## src/rtl/ec_datapath.sv

```systemverilog
// Accumulator CPU datapath: PC, IR, A, MDR and a synchronous-read RAM with a program-load port.
// Executes the per-cycle control word from the control unit and returns opcode/status.
module ec_datapath #(
  parameter int ADDR_W = 5,
  parameter int DATA_W = 8
) (
  input  logic              Clock,
  input  logic              Reset,
  input  logic              IRload,
  input  logic              JMPmux,
  input  logic              PCload,
  input  logic              Meminst,
  input  logic              MemWr,
  input  logic              Aload,
  input  logic              Sub,
  input  logic [1:0]        Asel,
  input  logic [DATA_W-1:0] Input,
  input  logic              LoadEn,
  input  logic [ADDR_W-1:0] LoadAddr,
  input  logic [DATA_W-1:0] LoadData,
  output logic [2:0]        IR,
  output logic              Aeq0,
  output logic              Apos,
  output logic [DATA_W-1:0] Aout,
  output logic [ADDR_W-1:0] PCout
);

  localparam int DEPTH = 1 << ADDR_W;

  logic [DATA_W-1:0] ram [DEPTH];

  logic [ADDR_W-1:0] pc_q, pc_d;
  logic [DATA_W-1:0] ir_q, ir_d;
  logic [DATA_W-1:0] a_q, a_d;
  logic [DATA_W-1:0] mdr_q, mdr_d;

  logic [ADDR_W-1:0] ram_addr;
  logic [DATA_W-1:0] alu;
  logic              wr_en;
  logic [ADDR_W-1:0] wr_addr;
  logic [DATA_W-1:0] wr_data;

  always_comb begin
    ram_addr = Meminst ? ir_q[ADDR_W-1:0] : pc_q;
    alu      = Sub ? (a_q + ~mdr_q + DATA_W'(1)) : (a_q + mdr_q);

    pc_d = pc_q;
    if (PCload) pc_d = JMPmux ? ir_q[ADDR_W-1:0] : pc_q + ADDR_W'(1);

    ir_d = IRload ? mdr_q : ir_q;

    a_d = a_q;
    if (Aload) begin
      unique case (Asel)
        2'b00:   a_d = alu;
        2'b01:   a_d = Input;
        2'b10:   a_d = mdr_q;
        default: a_d = '0;
      endcase
    end

    // The read sees the pre-edge RAM contents, giving read-before-write on a shared address.
    mdr_d = ram[ram_addr];

    // Program load wins over the CPU store; stores are blocked while in reset.
    wr_en   = LoadEn | (MemWr & Reset);
    wr_addr = LoadEn ? LoadAddr : ram_addr;
    wr_data = LoadEn ? LoadData : a_q;
  end

  always_ff @(posedge Clock) begin
    if (!Reset) begin
      pc_q  <= '0;
      ir_q  <= '0;
      a_q   <= '0;
      mdr_q <= '0;
    end else begin
      pc_q  <= pc_d;
      ir_q  <= ir_d;
      a_q   <= a_d;
      mdr_q <= mdr_d;
    end
  end

  always_ff @(posedge Clock) begin
    if (wr_en) ram[wr_addr] <= wr_data;
  end

  assign IR    = ir_q[DATA_W-1:ADDR_W];
  assign Aeq0  = (a_q == '0);
  assign Apos  = (a_q != '0) && !a_q[DATA_W-1];
  assign Aout  = a_q;
  assign PCout = pc_q;

endmodule
```

## config.mk

```make
export PLATFORM = sky130hd
export DESIGN_NAME = ec_datapath
export DESIGN_NICKNAME = d
export VERILOG_FILES = /design/src/rtl/ec_datapath.sv
export SDC_FILE = /design/constraint.sdc
export NUM_CORES = 1
export LEC_CHECK = 0
export BUFFER_PORTS_ARGS = -buffer_cell sky130_fd_sc_hd__buf_2
export CORE_ASPECT_RATIO = 2
export CORE_MARGIN = 4
export CORE_UTILIZATION = 25
export DETAILED_ROUTE_END_ITERATION = 7
export SLEW_MARGIN = 10
export SYNTH_ARGS = -nofsm -noshare
export SYNTH_HDL_FRONTEND = slang
export SYNTH_SLANG_ARGS = --single-unit
```

## constraint.sdc

```tcl
create_clock -name Clock -period 5.4 [get_ports Clock]
set_input_delay 1.08 -clock Clock [delete_from_list [all_inputs] [get_ports Clock]]
set_output_delay 1.08 -clock Clock [all_outputs]
set_load 0.05 [all_outputs]
```

Yosys cells after proc, flatten, opt, wreduce, memory -nomap -nowiden
Memory sizes are Yosys's and may differ from the RTL's. A register that Yosys moved wholly into a read port is not among the register bits.
Cells that the tools add are included.

storage, ports and cells
  flip-flop bits (word level) = 21
  word-level logic and storage cells = 27
  memory bits (writable) = 256
  memories kept = 1
  output and inout port bits = 18

operators by class
  bitwise gates (word level) = 3
  reductions and logical operators = 6
  multiplexer cells = 8
  equality and inequality tests = 2
  $add $sub $neg = 4

memories
  memory  depth  bits a word  read ports  clocked after Yosys merged registers in  write ports  RTL line  source
  ram     32     8            1           1                                        1            30        logic [DATA_W-1:0] ram [DEPTH];

operator list
  kind                                            count
  one-hot mux 8 bit (3 select lines)              1
  adder 8 bit                                     2
  two-way mux 8 bit                               2
  two-way mux 5 bit                               3
  adder 8 x 1 -> 8 bit (second input constant)    1
  zero test 8 bit                                 1
  NOT 8 bit                                       1
  nonzero test 8 bit                              1
  adder 5 x 1 -> 5 bit (second input constant)    1
  == test 2 x 1 -> 1 bit (second input constant)  1
  == test 2 bit (second input constant)           1
  zero test 1 bit                                 2
  zero test 2 bit                                 1
  two-way mux 1 bit                               2
  AND 1 bit                                       1
  logical AND 1 bit                               1
  bitwise OR 1 bit                                1

Logic depth before layout (Yosys ltp)
  word-level depth = 5
  depth in mapped cells = 10
  mapped depth without buffers = 10

Worst setup path before layout
No wires, ideal clock.

  path type = reg-to-output
  start = register a_q[3] (netlist: Aout[3])
  end = output port Apos
  cell stages (with the launch flop) = 4
  data arrival time = 2.214 ns
  setup slack = 2.106 ns
  buffers on the path = 0
  cell sequence = dfxtp_1 > or4_1 > nor2_1 > nor2_1

between the ends
  word-level cells in the longest chain between the ends = 2

ends and longest elaborated chain
  what                    RTL line  source
  from (decl)             34        logic [DATA_W-1:0] a_q, a_d;
  from (signal assigned)  75        a_q <= '0;
  from (signal assigned)  80        a_q <= a_d;
  nonzero test 8 bit      91        assign Apos = (a_q != '0) && !a_q[DATA_W-1];
  logical AND 1 bit       91
  to (decl)               23        output logic Apos,

No other way between the ends.

Worst setup path after layout
  start = input port Meminst
  end = register mdr_q[4], read port of ram

between the ends
  word-level cells in the longest chain between the ends = 1

ends and longest elaborated chain
  what               RTL line  source
  from (decl)        12        input logic Meminst,
  two-way mux 5 bit  44        ram_addr = Meminst ? ir_q[ADDR_W-1:0] : pc_q;
  to (decl)          35        logic [DATA_W-1:0] mdr_q, mdr_d;

No other way between the ends.
A chain may end at the register's enable or synchronous reset.

==> run summary <==
DIE
-----------------------------------------------------------------------------------------
Number of primary I/O pins .................................................           51
Horizontal die dimension ...................................................     163.4 um
Placeable core area ........................................................   47650 um^2
Die extent in y ............................................................     318.7 um
Starting utilization of the core area ......................................       25.32%
DIE AREA ...................................................................   52060 um^2
Cell Rows ..................................................................          113

WORST SETUP PATH
-----------------------------------------------------------------------------------------
Reg-to-reg critical path endpoint ..........................................   ram[30][3]
Setup crit start ...........................................................      Meminst
Worst path cell trace ...................................................... buf_2 > mux2i_4 > buf_4 > mux4_2 > a22oi_1 > o221ai_1
FF-to-FF Start .............................................................     PCout[3]
Required time of the critical path .........................................      5.75 ns
Delay of the slowest critical-path stage ...................................      0.67 ns
Worst setup SP type ........................................................    input pin
Number of cells on the critical path .......................................            6
Flop-to-flop setup slack ...................................................      2.49 ns
Critical Path Sink Type ....................................................     register
Capturing element of the worst setup path ..................................     mdr_q[4]
CP bufs+invs ...............................................................            2
Data arrival time of the critical path .....................................      3.82 ns
Highest fanout seen on the critical path ...................................           18
Kind of critical path ......................................................       in2reg
Cell family with the largest share of critical-path delay .................. multiplexers
Number of cells on the worst reg-to-reg path ...............................            6
Cell with the largest stage delay on the worst path ........................ sky130_fd_sc_hd__a22oi_1

SYNTH
-----------------------------------------------------------------------------------------
Main synth FF type ......................................................... sky130_fd_sc_hd__edfxtp_1
Synthesized net count ......................................................          839
Sequential area share after synthesis ......................................       68.52%
Proportion of register bits with asynchronous set or reset after synthesis .           0%
Syn Std Cell Area ..........................................................   12070 um^2
Post-Synthesis Mean Instance Area ..........................................   15.31 um^2
Number of instances in the synthesized netlist .............................          788
Seq cells post-synth .......................................................          285
Yosys Warn Count ...........................................................            0
EDFF count, synth ..........................................................          256
Count of cell types in the netlist .........................................           53

STA
-----------------------------------------------------------------------------------------
Max frequency ..............................................................    288.6 MHz
Total negative slack for setup checks ......................................         0 ns
Remaining max-slew budget at the tightest pin ..............................       40.31%
Transition time at the pin with the least slew margin ......................    0.8954 ns
Minimum setup slack in the final design ....................................     1.935 ns
Final Critical Period ......................................................     3.465 ns
Max-slew violation count ...................................................            0
Final-report setup violation count .........................................            0
Setup repair after global routing missed its margin ........................        false
Hold Vio Cnt, Final ........................................................            0
Fin crit share .............................................................       64.18%
Layout Skew ................................................................   0.01865 ns

PLACEMENT
-----------------------------------------------------------------------------------------
Placer's final routability congestion estimate .............................       0.8469
Dpl hpwl ...................................................................     22.76 mm
Placed Cells ...............................................................         1437
Setup Slack @ Placement ....................................................     1.461 ns
Port-buffer cells ..........................................................           50

CLOCK TREE
-----------------------------------------------------------------------------------------
Clk root buf ............................................................... sky130_fd_sc_hd__clkbuf_16
Post-CTS Setup Inserts .....................................................            0
TritonCTS buffer count .....................................................           22
Skew-Pair Late Insertion Delay .............................................      0.53 ns
Hold_buf cts ...............................................................            0
Clock-pin slew of the registers on the worst-case setup and hold paths .....      0.08 ns
CTS H-Tree Depth ...........................................................            1
TritonCTS clock tree .......................................................          yes
Clock Sink Count ...........................................................          285
Number of buffers on the longest clock path ................................            3
Number of gates resized after CTS ..........................................            0

STATUS
-----------------------------------------------------------------------------------------
Run status .................................................................    completed

DRT
-----------------------------------------------------------------------------------------
Number of remaining DRC errors .............................................            0
ANT nets after route .......................................................            0
Overall routed net length ..................................................     31.39 mm
Total vias in the final route ..............................................         6896
DRC marker count from the first detailed-route iteration ...................          479
Mean routed wirelength per cell ............................................     21.25 um
DR pass1 iterations ........................................................            6
Average vias per placed instance ...........................................        4.669

GRT
-----------------------------------------------------------------------------------------
First-pass GRT wire length .................................................     45.35 mm
Global route overflow ......................................................            0
Vias in the first global route .............................................         7179
Overall Global Routing Usage ...............................................       11.71%
Maximum number of pins on one net before global-route repair ...............           50
Antenna violations before repair ...........................................            2

CELLS AND AREA
-----------------------------------------------------------------------------------------
Footprint of the multi-input gates .........................................    3576 um^2
Layout cell share with drive strength beyond 1 .............................       18.46%
Number of nets at the end of the flow ......................................          880
Total inserted antenna cells ...............................................            0
FF/Latch Area ..............................................................    8268 um^2
Final core utilization .....................................................       28.81%
Number of non-filler instances in the completed layout .....................         1477
Layout overhead on the synthesized area ....................................       13.76%
Number of fillers in the final layout ......................................         4722

WORST HOLD PATH
-----------------------------------------------------------------------------------------
Worst Min Path Start .......................................................      ir_q[6]
Worst min path class .......................................................      reg2reg

POWER
-----------------------------------------------------------------------------------------
Largest vdd supply drop ....................................................    0.1977 mV
Pwr dens ................................................................... 338.2 nW/um^2
Final total power ..........................................................     4.642 mW
Static Leakage .............................................................     4.522 nW

JOB
-----------------------------------------------------------------------------------------
Number of maximum-capacitance constraint violations ........................            0

## worst reg2reg max path, stage by stage, from the launching register on
cell and delay (ns):
sky130_fd_sc_hd__dfxtp_1 0.62, sky130_fd_sc_hd__nand2_1 0.12, sky130_fd_sc_hd__o21ai_1 0.62, sky130_fd_sc_hd__nor2_1 0.10
sky130_fd_sc_hd__a21oi_1 0.24, sky130_fd_sc_hd__nand2_1 0.18, sky130_fd_sc_hd__nor2_1 0.66
## cell usage in the layout, fill, tap and decap left out, drive strengths merged, types with 11 or more instances in the layout
cell / instances
a31oi: 12
mux2i: 17
nor2b: 18
a22oi: 11
edfxtp: 256
nand3: 20
o21ai: 22
inv: 22
mux4: 48
ha: 16
clkbuf: 23
and3: 11
a22o: 18
a21oi: 14
nor2: 59
dfxtp: 29
nand2: 97
buf: 57
## kinds of logic after synthesis
kind of cell / count (synthesis) / share of synthesized area, %
muxes: 75 / 11.33
DFF: 285 / 68.52
buffers and inverters: 58 / 2.157
and+or+nand+nor: 225 / 8.378
AOI/OAI and AO/OA: 122 / 7.259
xor gates and xnor gates: 5 / 0.3629
adders and majority gates: 18 / 1.991
## cells in the mapped netlist (5+ instances only)
| library cell | count | area share (%) |
|---|---|---|
| sky130_fd_sc_hd__a22o_1 | 18 | 1.3 |
| sky130_fd_sc_hd__o221ai_1 | 9 | 0.65 |
| sky130_fd_sc_hd__o21ai_0 | 18 | 0.75 |
| sky130_fd_sc_hd__edfxtp_1 | 256 | 64 |
| sky130_fd_sc_hd__nand3_1 | 20 | 0.83 |
| sky130_fd_sc_hd__a21oi_1 | 14 | 0.58 |
| sky130_fd_sc_hd__and3_1 | 11 | 0.57 |
| sky130_fd_sc_hd__mux2i_1 | 17 | 1.4 |
| sky130_fd_sc_hd__a311oi_1 | 8 | 0.58 |
| sky130_fd_sc_hd__nor2b_1 | 18 | 0.93 |
| sky130_fd_sc_hd__mux4_2 | 48 | 9.0 |
| sky130_fd_sc_hd__buf_4 | 6 | 0.37 |
| sky130_fd_sc_hd__nor3b_1 | 5 | 0.31 |
| sky130_fd_sc_hd__inv_1 | 17 | 0.53 |
| sky130_fd_sc_hd__dfxtp_1 | 29 | 4.8 |
| sky130_fd_sc_hd__a22oi_1 | 11 | 0.68 |
| sky130_fd_sc_hd__clkbuf_1 | 21 | 0.65 |
| sky130_fd_sc_hd__nand2_1 | 97 | 3.0 |
| sky130_fd_sc_hd__nand2b_1 | 5 | 0.26 |
| sky130_fd_sc_hd__a31oi_1 | 12 | 0.62 |
| sky130_fd_sc_hd__o31ai_1 | 5 | 0.31 |
| sky130_fd_sc_hd__mux2_2 | 9 | 0.84 |
| sky130_fd_sc_hd__ha_1 | 16 | 1.7 |
| sky130_fd_sc_hd__buf_2 | 10 | 0.41 |
| sky130_fd_sc_hd__nor2_1 | 59 | 1.8 |
## where the power goes
| group | switching, mW | internal (mW) | total [mW] |
|---|---|---|---|
| Combinational | 0.326 | 0.162 | 0.488 |
| Sequential | 0.0377 | 2.47 | 2.51 |
| Clock | 0.802 | 0.846 | 1.65 |
| Total | 1.17 | 3.48 | 4.64 |
## per-layer routing
layer,vias to the layer above,routed length (um),global-route usage (%)
met5,-,10,0
met4,2,2343,7.854
met3,87,1327,1.619
met2,231,17920,23.88
met1,3442,9786,9.941
li1,3134,-,-
## final cells by class
cell class / instances / area share, %
flip-flops and latches: 285 / 60.23
multi-input cells: 445 / 26.05
well taps: 632 / 5.761
clock buffers: 23 / 4.193
repair buffers: 57 / 2.206
clock inverters: 17 / 1.066
inverters: 18 / 0.4922
## per-stage QoR
step	hold slack [ns]	area, um^2
CTS	0.5280	13720
global route	0.5610	13730
global placement	0.4972	13000
floorplan	0.4840	12070
finish	0.5221	13730
detailed placement	0.5058	13000
## how the worst min path moves through the flow
stage	to	slack, ns	depth (start not counted)
final	ir_q[6]	0.52	2
after global routing	ir_q[5]	0.56	2
after CTS	ir_q[6]	0.53	2
after detailed placement	ir_q[6]	0.51	2
after global placement	ir_q[6]	0.50	2
after floorplan	ir_q[5]	0.48	2
## registers in the layout, summed over array words and instances (netlist names)
signal,count
ram,256
PCout,5
ir_q,8
Aout,8
mdr_q,8
(Power assumes the default switching activity.)
